[config.mk]
export PLATFORM = sky130hd
export DESIGN_NAME = pipe_stage_reg
export DESIGN_NICKNAME = d
export VERILOG_FILES = /design/src/rtl/pipe_stage_reg.sv
export SDC_FILE = /design/constraint.sdc
export NUM_CORES = 1
export LEC_CHECK = 0
export CELL_PAD_IN_SITES_DETAIL_PLACEMENT = 1
export CELL_PAD_IN_SITES_GLOBAL_PLACEMENT = 2
export CORE_AREA = 2 2 228 230
export CTS_CLUSTER_SIZE = 28
export DETAILED_ROUTE_END_ITERATION = 16
export DIE_AREA = 0 0 230 232
export GPL_TIMING_DRIVEN = 0
export PLACE_DENSITY_LB_ADDON = 0.2
export SLEW_MARGIN = 15
export SYNTH_ARGS = -nofsm -noshare
export SYNTH_HDL_FRONTEND = slang
export SYNTH_SLANG_ARGS = --single-unit
[constraint.sdc]
create_clock -name CLK -period 6.3 [get_ports CLK]
set_clock_uncertainty 0.2 [all_clocks]
set_input_delay 1.26 -clock CLK [delete_from_list [all_inputs] [get_ports CLK]]
set_output_delay 1.26 -clock CLK [all_outputs]
set_load 0.02 [all_outputs]
[src/rtl/pipe_stage_reg.sv]
// Purpose: inter-stage pipeline register with a 2-entry skid buffer, flush, and stall/flush perf counters.
// Latency: 1 cycle from accepted input to OUT_VALID; full throughput of 1 entry/cycle when downstream is ready.
// Backpressure: IN_READY is a flop (low only when the skid holds an entry); nothing is dropped or duplicated.
module pipe_stage_reg #(
    parameter int PC_WIDTH      = 32,
    parameter int PAYLOAD_WIDTH = 128,
    parameter int CNT_WIDTH     = 16,
    parameter bit ZERO_ON_KILL  = 1'b1
) (
    input  logic                     CLK,
    input  logic                     RST_N,
    input  logic                     FLUSH,
    input  logic                     IN_VALID,
    output logic                     IN_READY,
    input  logic [PC_WIDTH-1:0]      IN_PC,
    input  logic [PAYLOAD_WIDTH-1:0] IN_PAYLOAD,
    input  logic                     IN_RD_WE,
    output logic                     OUT_VALID,
    input  logic                     OUT_READY,
    output logic [PC_WIDTH-1:0]      OUT_PC,
    output logic [PAYLOAD_WIDTH-1:0] OUT_PAYLOAD,
    output logic                     OUT_RD_WE,
    output logic [CNT_WIDTH-1:0]     STALL_COUNT,
    output logic [CNT_WIDTH-1:0]     FLUSH_COUNT
);

    typedef struct packed {
        logic [PC_WIDTH-1:0]      pc;
        logic [PAYLOAD_WIDTH-1:0] payload;
        logic                     rd_we;
    } entry_t;

    // EMPTY: nothing held; ONE: main valid; FULL: main and skid valid
    typedef enum logic [1:0] {
        S_EMPTY = 2'd0,
        S_ONE   = 2'd1,
        S_FULL  = 2'd2
    } state_t;

    state_t               state;
    entry_t               main_q;
    entry_t               skid_q;
    entry_t               in_ent;
    logic                 out_vld_q;
    logic                 in_rdy_q;
    logic                 accept;
    logic                 drain;
    logic                 stall_hit;
    logic                 flush_hit;
    logic [CNT_WIDTH-1:0] stall_cnt_q;
    logic [CNT_WIDTH-1:0] flush_cnt_q;

    assign in_ent = '{pc: IN_PC, payload: IN_PAYLOAD, rd_we: IN_RD_WE};
    assign accept = IN_VALID & in_rdy_q;
    assign drain  = out_vld_q & OUT_READY;

    // Handshake FSM and entry storage; valid and ready are kept as flops alongside the state
    always_ff @(posedge CLK or negedge RST_N) begin
        if (!RST_N) begin
            state     <= S_EMPTY;
            out_vld_q <= 1'b0;
            in_rdy_q  <= 1'b1;
            main_q    <= '0;
            skid_q    <= '0;
        end else if (FLUSH) begin
            // Flush wins over accept/drain: the offered input is dropped, held entries are killed
            state        <= S_EMPTY;
            out_vld_q    <= 1'b0;
            in_rdy_q     <= 1'b1;
            main_q.rd_we <= 1'b0;
            skid_q.rd_we <= 1'b0;
            if (ZERO_ON_KILL) begin
                main_q.pc      <= '0;
                main_q.payload <= '0;
                skid_q.pc      <= '0;
                skid_q.payload <= '0;
            end
        end else begin
            case (state)
                S_EMPTY: begin
                    if (accept) begin
                        main_q    <= in_ent;
                        state     <= S_ONE;
                        out_vld_q <= 1'b1;
                    end
                end
                S_ONE: begin
                    if (accept && drain) begin
                        main_q <= in_ent;
                    end else if (accept) begin
                        // Downstream stalled: park the new entry behind main and close the input
                        skid_q   <= in_ent;
                        state    <= S_FULL;
                        in_rdy_q <= 1'b0;
                    end else if (drain) begin
                        state     <= S_EMPTY;
                        out_vld_q <= 1'b0;
                    end
                end
                S_FULL: begin
                    // Input is closed here, so the skid can only move forward, never be overwritten
                    if (drain) begin
                        main_q   <= skid_q;
                        state    <= S_ONE;
                        in_rdy_q <= 1'b1;
                    end
                end
                default: begin
                    state     <= S_EMPTY;
                    out_vld_q <= 1'b0;
                    in_rdy_q  <= 1'b1;
                end
            endcase
        end
    end

    // A flush only counts when it actually kills something: a held entry or a valid input
    assign stall_hit = out_vld_q & ~OUT_READY;
    assign flush_hit = FLUSH & (out_vld_q | IN_VALID);

    // Saturating performance counters; cleared by reset only, never by flush
    always_ff @(posedge CLK or negedge RST_N) begin
        if (!RST_N) begin
            stall_cnt_q <= '0;
            flush_cnt_q <= '0;
        end else begin
            if (stall_hit && (stall_cnt_q != {CNT_WIDTH{1'b1}})) begin
                stall_cnt_q <= stall_cnt_q + 1'b1;
            end
            if (flush_hit && (flush_cnt_q != {CNT_WIDTH{1'b1}})) begin
                flush_cnt_q <= flush_cnt_q + 1'b1;
            end
        end
    end

    assign IN_READY    = in_rdy_q;
    assign OUT_VALID   = out_vld_q;
    assign OUT_PC      = main_q.pc;
    assign OUT_PAYLOAD = main_q.payload;
    assign OUT_RD_WE   = main_q.rd_we & out_vld_q;
    assign STALL_COUNT = stall_cnt_q;
    assign FLUSH_COUNT = flush_cnt_q;

endmodule

==> results of run 1 <==
-- per-stage QoR --
stage / utilization, % / instances
after global routing: 45.62 / 2875
after floorplan: - / 1750
after detailed placement: 42.55 / 2793
after CTS: 45.60 / 2872
after global placement: 42.38 / 2790
final: 45.63 / 2877
-- worst register-to-register path: cells and delay by family, from the launching register on --
kind | cells | cell delay, ns
buffers and inverters | 4 | 1.64
AO/OA/AOI/OAI | 2 | 0.96
flip-flops | 1 | 0.42
AND/OR/NAND/NOR | 2 | 0.25
adder cells (fa/ha/maj) | 1 | 0.13
-- layout by cell type, fill, tap and decap left out, drive strengths merged, types with 2 or more instances in the layout --
| cell | synthesis | final |
|---|---|---|
| a211oi | 162 | 162 |
| a21boi | 3 | 3 |
| a21oi | 165 | 165 |
| and2 | 3 | 3 |
| and3 | 3 | 3 |
| and4 | 2 | 2 |
| buf | 195 | 199 |
| bufinv | 0 | 5 |
| clkbuf | 92 | 156 |
| clkdlybuf4s50 | 0 | 359 |
| clkinv | 0 | 7 |
| clkinvlp | 0 | 3 |
| dfrtp | 357 | 357 |
| diode | 0 | 5 |
| ha | 6 | 6 |
| inv | 3 | 3 |
| mux2 | 2 | 2 |
| mux2i | 161 | 161 |
| nand2 | 335 | 335 |
| nand3 | 11 | 11 |
| nand4 | 16 | 16 |
| nand4b | 2 | 2 |
| nor2 | 172 | 172 |
| nor2b | 2 | 2 |
| nor3 | 5 | 5 |
| nor4 | 3 | 3 |
| o21ai | 4 | 4 |
| or2 | 2 | 2 |
| or4 | 3 | 3 |
| xnor2 | 18 | 18 |
| xor2 | 12 | 12 |
-- routing by layer --
layer / routed length, microns / track usage, % / part of all wire (%)
met1: 23930 / 26.52 / 43
met2: 27610 / 35.67 / 49
met3: 2965 / 4.347 / 5.3
met4: 1262 / 6.431 / 2.3
met5: 72 / 0 / 0.13
-- logic make-up (layout without fill, tap and decap cells) --
logic type,Yosys count,in the layout
AO/OA/AOI/OAI,342,342
XOR/XNOR,30,30
adder cells (fa/ha/maj),6,6
buffers and inverters,290,732
flip-flops,358,358
multiplexers,163,163
other,0,5
AND/OR/NAND/NOR,561,561
-- state kept, by name (all words and copies together) (netlist names) --
| name | flops |
|---|---|
| OUT_PAYLOAD | 128 |
| main_q | 1 |
| STALL_COUNT | 16 |
| state | 2 |
| FLUSH_COUNT | 16 |
| IN_READY | 1 |
| OUT_PC | 32 |
| skid_q | 161 |
| OUT_VALID | 1 |
-- path summary, 6_finish.rpt --
check                           startpoint  slack (ns)  cells after the start               to
max                               IN_VALID        2.08                      7       skid_q[83]
max in group asynchronous            RST_N        4.01                      3       skid_q[75]
max reg2reg                       state[1]        2.61                      9       skid_q[83]
min in group asynchronous            RST_N        0.46                      1   STALL_COUNT[3]
min reg2reg                STALL_COUNT[15]        0.30                      1  STALL_COUNT[15]
min                        STALL_COUNT[15]        0.30                      1  STALL_COUNT[15]
-- final cells by class --
cell class,count,area (sq um),share of cell area (%)
Antenna cell,5,12.51,0.05389
Tap cell,680,850.8,3.664
Clock buffer,64,1348,5.804
Clock inverter,15,207.7,0.8945
Buffer,287,1753,7.550
Multi-Input combinational cell,1102,6385,27.50
Sequential cell,358,8960,38.59
Inverter,3,11.26,0.04850
Timing Repair Buffer,363,3691,15.90
-- where the power goes --
| group | total [W] | switching [W] | internal (W) |
|---|---|---|---|
| Clock | 0.00271 | 0.00103 | 0.00168 |
| Combinational | 0.00444 | 0.00238 | 0.00206 |
| Sequential | 0.00324 | 0.000365 | 0.00288 |
| Total | 0.0104 | 0.00377 | 0.00662 |
==> results.ini, run 1 <==
[status]
status = complete, no violations

[detailed_routing]
drt_iter0_drc = 614
drc = 0
wl_microns = 55850
antenna_left = 0
num_vias = 13940
routed_via_density = 4.845
wl_per_cell_microns = 19.41
drt_pre_antenna_iters = 4

[worst_setup_path]
path_delay_family = buffers and inverters
critPathMaxFanout = 10
critPathSlowestCell = clkbuf_1
worstSetupPathType = input pin to register
crit_path_cell_trace = clkdlybuf4s50_1, nand3_1, a21oi_1, clkbuf_1, clkbuf_1, nand2_1, a21oi_1
critPathCaptureType = register
crit_path_start_kind = input pin
critPathArrivalTime_ns = 4.49
critPathBufInv = 3
required_ns = 6.58
max_stage_delay_ns = 0.87

[sta]
fin_ws_ns = 2.084
hold_viol = 0
setup_viol = 0
tns_ns = 0
worst_pin_slew_ns = 1.084
fmax_ghz = 0.2372
fin_crit_sh_pct = 66.93
relSlewSlack_pct = 27.72
holdWs_ns = 0.3044
min_period_ns = 4.216
rsz0062_at_grt = false
final_max_slew_viol_count = 0

[cells_and_area]
final_nets = 2331
fill_cells = 5745
drive_gt1_share_pct = 12.73
area_growth_pct = 35.71
design_area_sq_um = 23220

[placed_design]
pre_cts_slack_ns = 1.449
dpl.hpwl_microns = 39450
portBuffers = 360
placed_cell_area_sq_um = 21650
finalWeightedCongestion = 0.7738

[cts]
cts_tree = built
cts_sinks = 358
clk_latency_ns = 0.56
clock_path_buffers = 3
cts_made_buffers = 44
clkSlewWorstSetupHoldPaths_ns = 0.06
post_cts_buffers = 0
root_buffer = clkbuf_16
htreeDepth = 2
hold_buffers = 0
ctsResizeCount = 0

[global_routing]
grt_overflow_total = 0
grt_pass1_vias = 14890
grt_pass1_wl_microns = 86680
grt_max_degree = 97
track_usage_pct = 20.88
antenna_found_initial = 10

[synth]
synthMuxAreaShare_pct = 9.551
seq_area_frac_synth_pct = 52.37
synthXorXnorAreaFrac_pct = 1.536
async_reset_ff_share_pct = 100.0
netlist_top_cells_count = 357 x dfrtp_1, 335 x nand2_1, 173 x buf_4
synth_top_area_cell = dfrtp_1
syn-instance-count = 1750
synth_top_family_by_area = simple AND/OR/NAND/NOR gates
ys_top_cells_by_area = dfrtp_1 52%, mux2i_1 9.4%, buf_4 7.6%, nand2_1 7.3%, a211oi_1 7.1%
synth_compound_gate_area_share_pct = 12.72
ys_types = 40
synth_edf_count = 0
synth_simple_gate_area_share_pct = 13.07
yosys.area_share.adder_pct = 0.4388
synthesis.area_sq_um = 17110
synth_seq_cells = 358
syn_avg_cell_area_sq_um = 9.777
synth_most_common_cell = dfrtp_1
synth_top_area_share_pct = 52.22
synth_ff_type = dfrtp_1
ys_warn_count = 0
syn_nets = 1922

[pwr]
power.density_nw_per_um2 = 447.4
total_power_w = 0.01039
max-vdd-ir-drop_mv = 0.2118
p_leak_nw = 9.569

[die]
ios = 361
die_h_microns = 232
core_area_sq_um = 50890
die-area_sq_um = 53360
placementRows = 83
die_x_microns = 230
initial_core_util_pct = 33.62

[flow_run]
cap_violations = 0

[min_path]
min-delay-path-class = register to register

Note: power is estimated with default switching activity, not from simulation.
==> run 2: changes to the inputs <==
--- a/config.mk
+++ b/config.mk
@@ -7,10 +7,10 @@
 export LEC_CHECK = 0
 export CELL_PAD_IN_SITES_DETAIL_PLACEMENT = 1
 export CELL_PAD_IN_SITES_GLOBAL_PLACEMENT = 2
-export CORE_AREA = 2 2 228 230
+export CORE_AREA = 2 2 246 248
 export CTS_CLUSTER_SIZE = 28
 export DETAILED_ROUTE_END_ITERATION = 16
-export DIE_AREA = 0 0 230 232
+export DIE_AREA = 0 0 248 250
 export GPL_TIMING_DRIVEN = 0
 export PLACE_DENSITY_LB_ADDON = 0.2
 export SLEW_MARGIN = 15
==> constraint.sdc (replaced) <==
create_clock -name CLK -period 3.7 [get_ports CLK]
set_clock_uncertainty 0.2 [all_clocks]
set_input_delay 0.74 -clock CLK [delete_from_list [all_inputs] [get_ports CLK]]
set_output_delay 0.74 -clock CLK [all_outputs]
set_load 0.02 [all_outputs]
==> results.ini, run 2 (synthesis results as in run 1) <==
[cells_and_area]
final_nets = 2334
regMostFlops = skid_q
fin_util_pct = 39.01
final_cell_mix = 359 x clkdlybuf4s50_1, 357 x dfrtp_1, 335 x nand2_1
layout.cells.non_filler = 2982
area_growth_pct = 35.83
final_common_cell = clkdlybuf4s50_1
largest_register_ffs = 161
drive_gt1_share_pct = 12.16

[detailed_routing]
routed_via_density = 4.676
drt_pre_antenna_iters = 4
num_vias = 13940
drc = 0
wl_microns = 58390
wl_per_cell_microns = 19.58
drt_iter0_drc = 526
antenna_left = 0

[cts]
root_buffer = clkbuf_16
htreeDepth = 2
post_cts_buffers = 0
cts_tree = built
clk_latency_ns = 0.57
cts_sinks = 358
clkSlewWorstSetupHoldPaths_ns = 0.06
cts_made_buffers = 45
clock_path_buffers = 3

[worst_setup_path]
critPathCaptureType = register
reg2reg_to = skid_q[85]
r2r-start = state[1]
worstSetupPathType = input pin to register
critPathArrivalTime_ns = 3.72
startpoint = OUT_READY
regToRegSetupSlack_ns = 0.45
r2r_cells = 9
critPathMaxFanout = 10
required_ns = 3.91
crit_path_start_kind = input pin
cp-endpoint = OUT_PAYLOAD[39]

[die]
die-area_sq_um = 62000
die_h_microns = 250
initial_core_util_pct = 28.72
die_x_microns = 248
ios = 361
core_area_sq_um = 59570
placementRows = 90

[global_routing]
antenna_found_initial = 16
grt_max_degree = 89
grt_pass1_wl_microns = 89080
track_usage_pct = 18.74
grt_pass1_vias = 15150
grt_overflow_total = 0

[sta]
worst_pin_slew_ns = 1.061
fin_crit_sh_pct = 94.77
final_max_slew_viol_count = 0
min_period_ns = 3.506
hold_viol = 0
setup_viol = 0
tns_ns = 0
rsz0062_at_grt = false
relSlewSlack_pct = 29.30
fmax_ghz = 0.2852
fin_ws_ns = 0.1937

[pwr]
p_leak_nw = 9.508
total_power_w = 0.01742
max-vdd-ir-drop_mv = 0.3491
power.density_nw_per_um2 = 749.5

[placed_design]
pre_cts_slack_ns = -0.6438
finalWeightedCongestion = 0.7705
portBuffers = 360
placed_cells = 2896
dpl.hpwl_microns = 41760

[min_path]
min-delay-start = FLUSH_COUNT[4]
min-delay-path-class = register to register

[flow_run]
cap_violations = 0

[status]
status = complete, no violations

run 2: how the worst min path moves through the flow:
stage,end,slack (ns),cells past startpoint
2_1_floorplan,FLUSH_COUNT[0],0.24,0
3_3_place_gp,FLUSH_COUNT[15],0.29,1
3_5_place_dp,FLUSH_COUNT[4],0.29,1
4_1_cts,FLUSH_COUNT[4],0.30,1
5_1_grt,FLUSH_COUNT[4],0.33,1
6_report,FLUSH_COUNT[4],0.30,1
run 2: timing repair:
action | CTS | global route
resized for setup | 1 | 0
endpoints found under the hold margin | 65 | 0
setup endpoints to repair | 8 | 0
hold buffers | 1 | 0
run 2: critical path, stage by stage:
cell             delay (ns)
clkdlybuf4s50_1        0.69
nand4_1                0.23
a2111oi_4              0.79
clkbuf_1               0.74
buf_2                  0.40
a211oi_1               0.12
run 2: area by class of cell:
cell class | instances | area (sq um)
fillers | 6749 | 36330
flip-flops and latches | 358 | 8960
multi-input cells | 1102 | 6389
repair buffers | 365 | 3729
plain buffers | 287 | 1753
clock buffers | 70 | 1291
well taps | 782 | 978.4
clock inverters | 10 | 115.1
diodes | 5 | 12.51
inverters | 3 | 11.26
run 2: per-stage QoR:
stage                     area, sq um  hold WS, ns
after floorplan                 17110       0.2444
after global placement          21690       0.2949
after detailed placement        21810       0.2884
after CTS                       23230       0.3003
after global routing            23240       0.3332
final                           23240       0.2955
run 2: per-layer routing:
layer,wire (microns),up-vias,global-route usage [%]
li1,-,6623,-
met1,24440,6952,22.85
met2,28850,250,31.72
met3,3451,97,5.108
met4,1520,22,6.262
met5,124,-,0
run 2: where the power goes:
| group | internal [W] | switching [W] |
|---|---|---|
| clock | 0.00253 | 0.00175 |
| combinational | 0.00351 | 0.00411 |
| sequential | 0.00490 | 0.000627 |
